<file path="src/rtl/pixel_stream_writer.sv">
// Avalon-ST video sink: parses the video packet header and writes pixel N of
// one frame to pixel buffer word N through an Avalon-MM write master port.
module pixel_stream_writer #(
    parameter int FRAME_PIXELS = 153600,
    parameter int ADDR_W       = 18,
    parameter int DATA_W       = 8
) (
    input  logic              clk,
    input  logic              reset,
    input  logic              enable,
    input  logic [DATA_W-1:0] snk_data,
    input  logic              snk_valid,
    input  logic              snk_startofpacket,
    input  logic              snk_endofpacket,
    output logic              snk_ready,
    output logic [ADDR_W-1:0] buf_address,
    output logic              buf_chipselect,
    output logic              buf_write,
    output logic [DATA_W-1:0] buf_writedata,
    output logic              frame_done,
    output logic              err_short,
    output logic              err_long,
    output logic              busy,
    output logic [15:0]       frame_count
);

    typedef enum logic [2:0] {
        IDLE,
        WAIT_SOP,
        SKIP,
        CAPTURE,
        DRAIN
    } state_t;

    state_t            state, state_nxt;
    logic [ADDR_W-1:0] cnt, cnt_nxt;
    logic [ADDR_W:0]   cnt_inc;
    logic              overflow, overflow_nxt;
    logic              wr_nxt, done_nxt, short_nxt, long_nxt;
    logic              accept, hdr_video, at_last, decode_hdr;

    assign accept    = snk_valid & snk_ready;
    assign hdr_video = (snk_data[3:0] == 4'd0);
    // One extra bit so cnt+1 == FRAME_PIXELS is exact even when the frame fills the address space.
    assign cnt_inc   = {1'b0, cnt} + (ADDR_W+1)'(1);
    assign at_last   = (cnt_inc == (ADDR_W+1)'(FRAME_PIXELS));

    always_comb begin
        // NOTE: every signal driven here gets a default first so no latch is inferred.
        state_nxt    = state;
        cnt_nxt      = cnt;
        overflow_nxt = overflow;
        wr_nxt       = 1'b0;
        done_nxt     = 1'b0;
        short_nxt    = 1'b0;
        long_nxt     = 1'b0;
        decode_hdr   = 1'b0;

        case (state)
            IDLE: begin
                if (enable) state_nxt = WAIT_SOP;
            end
            WAIT_SOP: begin
                if (!enable) state_nxt = IDLE;
                else if (accept && snk_startofpacket) decode_hdr = 1'b1;
            end
            SKIP: begin
                if (accept && snk_endofpacket) state_nxt = WAIT_SOP;
            end
            CAPTURE: begin
                if (accept) begin
                    if (snk_startofpacket) begin
                        short_nxt  = 1'b1;
                        decode_hdr = 1'b1;
                    end else begin
                        wr_nxt  = 1'b1;
                        cnt_nxt = at_last ? cnt : cnt_inc[ADDR_W-1:0];
                        if (snk_endofpacket) begin
                            state_nxt = WAIT_SOP;
                            if (at_last) done_nxt  = 1'b1;
                            else         short_nxt = 1'b1;
                        end else if (at_last) begin
                            state_nxt    = DRAIN;
                            overflow_nxt = 1'b0;
                        end
                    end
                end
            end
            DRAIN: begin
                if (accept) begin
                    if (snk_startofpacket) begin
                        // A full frame cut off by a new header still counts as complete.
                        done_nxt   = 1'b1;
                        decode_hdr = 1'b1;
                    end else if (snk_endofpacket) begin
                        state_nxt = WAIT_SOP;
                        if (overflow) long_nxt = 1'b1;
                        else          done_nxt = 1'b1;
                    end else begin
                        overflow_nxt = 1'b1;
                    end
                end
            end
            default: state_nxt = IDLE;
        endcase

        if (decode_hdr) begin
            if (hdr_video && !snk_endofpacket) begin
                state_nxt    = CAPTURE;
                cnt_nxt      = '0;
                overflow_nxt = 1'b0;
            end else if (!hdr_video && !snk_endofpacket) begin
                state_nxt = SKIP;
            end else begin
                state_nxt = WAIT_SOP;
                if (hdr_video) short_nxt = 1'b1;
            end
        end
    end

    always_ff @(posedge clk) begin
        if (reset) begin
            state          <= IDLE;
            cnt            <= '0;
            overflow       <= 1'b0;
            snk_ready      <= 1'b0;
            busy           <= 1'b0;
            buf_address    <= '0;
            buf_writedata  <= '0;
            buf_write      <= 1'b0;
            buf_chipselect <= 1'b0;
            frame_done     <= 1'b0;
            err_short      <= 1'b0;
            err_long       <= 1'b0;
            frame_count    <= '0;
        end else begin
            // NOTE: non-blocking assignments so every register samples pre-edge values.
            state          <= state_nxt;
            cnt            <= cnt_nxt;
            overflow       <= overflow_nxt;
            snk_ready      <= (state_nxt != IDLE);
            busy           <= (state_nxt == CAPTURE) || (state_nxt == DRAIN);
            buf_write      <= wr_nxt;
            buf_chipselect <= wr_nxt;
            if (wr_nxt) begin
                buf_address   <= cnt;
                buf_writedata <= snk_data;
            end
            frame_done     <= done_nxt;
            err_short      <= short_nxt;
            err_long       <= long_nxt;
            if (done_nxt) frame_count <= frame_count + 16'd1;
        end
    end

endmodule

</file>
<file path="config.mk">
export PLATFORM = sky130hd
export DESIGN_NAME = pixel_stream_writer
export DESIGN_NICKNAME = d
export VERILOG_FILES = /design/src/rtl/pixel_stream_writer.sv
export SDC_FILE = /design/constraint.sdc
export NUM_CORES = 1
export LEC_CHECK = 0
export BUFFER_PORTS_ARGS = -buffer_cell sky130_fd_sc_hd__buf_2
export CAP_MARGIN = 40
export CORE_UTILIZATION = 45
export CTS_BUF_LIST = sky130_fd_sc_hd__clkbuf_4
export DETAILED_ROUTE_END_ITERATION = 10
export GPL_ROUTABILITY_DRIVEN = 0
export PLACE_DENSITY = 0.66
export SLEW_MARGIN = 20
export SYNTH_ARGS = -nofsm -noshare
export SYNTH_HDL_FRONTEND = slang
export SYNTH_SLANG_ARGS = --single-unit
export TNS_END_PERCENT = 100
</file>
<file path="constraint.sdc">
create_clock -name clk -period 7.74 [get_ports clk]
set_input_delay 1.548 -clock clk [delete_from_list [all_inputs] [get_ports clk]]
set_output_delay 1.548 -clock clk [all_outputs]
set_load 0.05 [all_outputs]
</file>
## Word-level counts from Yosys, hierarchy flattened

Cells that the tools add are included.

| storage, ports and cells | value |
|---|---|
| bits in registers | 70 |
| bits of input ports | 14 |
| output and inout bits | 49 |
| logic and storage cells | 94 |

| operators by class | value |
|---|---|
| add/subtract/negate cells | 2 |
| equal/unequal tests | 7 |
| multiplexer cells | 57 |
| bitwise gates (word level) | 4 |
| reduce and logical (&&, ||, !) cells | 12 |

Operator list:

| cell | count |
|---|---|
| $mux 18 | 6 |
| $mux 1 | 34 |
| $mux 3 | 11 |
| $add 18x1->19 const B | 1 |
| $eq 19x18->1 const B | 1 |
| $add 16x1->16 const B | 1 |
| $pmux 3 s5 | 1 |
| $eq 3x2->1 const B | 3 |
| $eq 3x3->1 const B | 2 |
| $pmux 1 s2 | 3 |
| $reduce_or 5->1 | 1 |
| $logic_and 1x1->1 | 4 |
| $logic_not 4->1 | 1 |
| $mux 2 | 2 |
| $eq 3x1->1 const B | 1 |
| $logic_not 3->1 | 1 |
| $not 1->1 | 3 |
| $reduce_bool 3->1 | 1 |
| $logic_not 1->1 | 2 |
| $reduce_or 2->1 | 1 |
| $and 1x1->1 | 1 |
| $logic_or 1x1->1 | 1 |

## Depth between registers and ports, before layout

| depth | value |
|---|---|
| depth in word-level cells | 11 |
| mapped depth | 10 |
| gate-level depth less buffers | 8 |

## Worst setup path before layout

OpenSTA, ideal clock, no wires.

| timing | value |
|---|---|
| path kind | input to register |
| start point | input port snk_endofpacket |
| end point | register frame_count[4] |
| library setup time | 123 ps |
| data arrival time | 3281 ps |
| required time | 7617 ps |
| setup slack | 4335 ps |
| cell stages on the path | 7 |
| path buffers | 2 |
| cell sequence | clkbuf_1 nor3b_1 nand2_1 or3b_1 buf_4 a21oi_2 mux2_1 |

| on the way | value |
|---|---|
| cells in the longest elaborated chain, start to end | 4 |
| elaborated cells between the ends (all ways) | 7 |
| classes of those cells | 7 x mux |

RTL lines:

| item | line | text |
|---|---|---|
| start, declared | 14 | `input logic snk_endofpacket,` |
| $mux 1, on equally long branches | 95, 78 |  |
| $mux 1, on equally long branches | 91, 72 |  |
| $mux 1, on equally long branches | 90, 71 |  |
| $pmux 1 s2 * | 59 | `case (state)` |
| end signal, assigned | 152 | `if (done_nxt) frame_count <= frame_count + 16'd1;` |
| end, declared | 24 | `output logic [15:0] frame_count` |

Every way passes the cells marked *; elsewhere a longest branch is shown, timed or not.
A chain may end at the register's enable or synchronous reset.

## Worst setup path after layout

| timing | value |
|---|---|
| start point | input port snk_valid |
| end point | register frame_count[4] |

| on the way | value |
|---|---|
| cells in the longest elaborated chain, start to end | 3 |
| elaborated cells between the ends (all ways) | 4 |
| classes of those cells | 3 x mux; 1 x bitwise |

RTL lines:

| item | line | text |
|---|---|---|
| start, declared | 12 | `input logic snk_valid,` |
| $and 1x1->1 * | 42 | `assign accept = snk_valid & snk_ready;` |
| $mux 1, on equally long branches | 90, 71 |  |
| $pmux 1 s2 * | 59 |  |

Marked as above.

==> impl_metrics.tcl <==
set metrics [dict create \
    ys_seq_elements 70 \
    cts_setup_buffers 0 \
    hold_class "register to register" \
    portBuffers 62 \
    drc 0 \
    finalSetupViolations 0 \
    io_pins 63 \
    crit_path_end_kind "register" \
    syn_inst 476 \
    cts_tree "done" \
    yosys.area.top_type "dfxtp_1" \
    htree_levels 3 \
    grt_usage 0.214 \
    grt_antenna_before_repair 0 \
    async_reset_ff_frac 0 \
    vias_per_cell 5.65 \
    hpwlAfterDp_um 5730 \
    cts_resized 0 \
    grt_pass1_wl_um 14800 \
    worst_pin_slew_ps 689 \
    drt-initial-drc-count 289 \
    die_y_um 92.7 \
    fin_skew_ps 13.2 \
    ant_nets 0 \
    critPathLaunchType "primary input" \
    synth.avg_cell_area_um2 7.77 \
    max_freq_ghz 0.306 \
    status "completed" \
    floorplan.rows 32 \
    start_util 0.471 \
    drt_first_pass_iters 5 \
    yosys.area.top_type_share 0.379 \
    layout_setup_ws_ps 4470 \
    synth-edff-count 0 \
    cp.required_ps 8050 \
    syn_area_um2 3700 \
    grt_pass1_vias 3104 \
    power_density_nw_per_um2 155 \
    diodes 0 \
    clockRootBuffer "clkbuf_4" \
    yosys-top-cells-area "dfxtp_1, nand2_1, a21oi_1, nand3_1, mux2_2" \
    grt_max_degree 70 \
    maxSlewHeadroom 0.537 \
    rsz0062_at_grt "false" \
    vdd_drop_max_v 0.0000787 \
    drv_slew 0 \
    cp_max_fo 9 \
    core_um2 7850 \
    yosysMostFrequentCell "nand2_1" \
    period_needed_ps 3270 \
    fin_crit_sh 0.422 \
    via_count 3517 \
    hold_viol 0 \
    ys_top_cells_by_count "nand2_1, dfxtp_1, a21oi_1" \
    finalSetupTns_ps 0 \
    clk_pin_slew_worst_paths_ps 100 \
    dpl_worst_slack_ps 4040 \
    overflow 0 \
    synthFlopType "dfxtp_1" \
    wirelength_um 8620 \
    die_x_um 92.7 \
    drive_gt1_frac 0.202 \
    nNetsFinal 532 \
    cap_violations 0 \
    path_class "primary input to register" \
    fin_total_pwr_mw 0.646 \
    die_area_um2 8590 \
    wire_per_inst_um 13.8 \
    cts.sinks 70 \
    cts_buffers 9 \
    post_synth_num_cell_types 56 \
    syn_nets 492 \
    area_growth_pct 12.9 \
    yosys_warnings 0 \
    cts_hold_buf 0 \
    cp.arrival_ps 3580 \
    clock_latency_ps 420 \
    ys_seq_area_frac 0.379 \
    p_leak_nw 1.65 \
    clk_path_buf_depth 2 \
]
[per-stage QoR]
stage                      util  hold WS (ps)  std cells  area, um2
final                     0.532           456        623       4180
after CTS                 0.532           459        623       4180
after detailed placement  0.512           443        607       4020
after global routing      0.532           478        623       4180
after global placement    0.509           438        604       3990
after floorplan               -           443        476       3700
[cells by family after synthesis]
group,share of synthesized area
buffers and inverters,0.0548
muxes,0.0639
xor gates and xnor gates,0.0118
adders and majority gates,0.00676
DFF,0.379
AOI/OAI and AO/OA,0.154
and+or+nand+nor,0.330
[report_power, final]
group          total [mW]  switching (mW)  internal [mW]  leakage, nW
combinational      0.0227          0.0157        0.00701        0.999
sequential          0.361        0.000684          0.361        0.564
clock               0.262           0.126          0.136       0.0883
[sequential cells by signal, indices dropped and copies added, names as in the netlist]
register,flops
buf_address,18
frame_done,1
buf_write,1
frame_count,16
err_long,1
buf_writedata,8
snk_ready,1
cnt,18
err_short,1
state,3
overflow,1
busy,1
[cells in the final DEF, fill, tap and decap left out, types with 3 or more instances in the layout]
master / Yosys / final
a21oi_1: 42 / 42
a21oi_2: 3 / 3
a31oi_1: 3 / 3
and2_1: 5 / 5
and3_1: 7 / 7
buf_2: 8 / 64
buf_4: 5 / 4
clkbuf_4: 0 / 11
dfxtp_1: 70 / 70
inv_1: 6 / 6
mux2_1: 3 / 3
mux2_2: 10 / 10
mux2i_1: 9 / 9
nand2_1: 83 / 83
nand2b_1: 12 / 12
nand3_1: 24 / 24
nand4_1: 16 / 16
nor2_1: 30 / 30
nor2b_1: 15 / 14
nor3_1: 10 / 9
nor3b_1: 6 / 6
nor4_1: 9 / 9
o211ai_1: 3 / 3
o21ai_0: 14 / 14
o22ai_1: 4 / 4
o31ai_1: 4 / 4
or3_1: 8 / 8
or4_1: 4 / 4
xnor2_1: 3 / 3
[area by class of cell]
type | count | area [um2]
fill | 774 | 3670
multi-input combinational | 360 | 2100
sequential | 70 | 1400
timing repair buffer | 69 | 365
tap | 102 | 128
clock buffer | 11 | 82.6
clock inverter | 5 | 73.8
inverter | 6 | 22.5
[final timing paths]
path                    start               end  slack (ps)  cells past startpoint
max                 snk_valid    frame_count[4]        4470                      7
min          buf_writedata[6]  buf_writedata[6]         460                      2
max reg2reg            cnt[3]    frame_count[3]        4630                      7
min reg2reg  buf_writedata[6]  buf_writedata[6]         460                      2
[per-layer routing]
layer  vias to the layer above  global-route usage  wire (um)
met5                         -                   0          0
met3                        16              0.0476        501
li1                       1764                   -          -
met4                         0              0.0782        117
met2                       103               0.328       3740
met1                      1634               0.294       4260
[worst max-delay path, stage by stage]
cell,delay (ps)
buf_2,100
nand2_1,190
nor3b_1,470
nand2_1,200
or3b_1,570
a21oi_2,190
mux2_1,320
(Power assumes the default switching activity.)
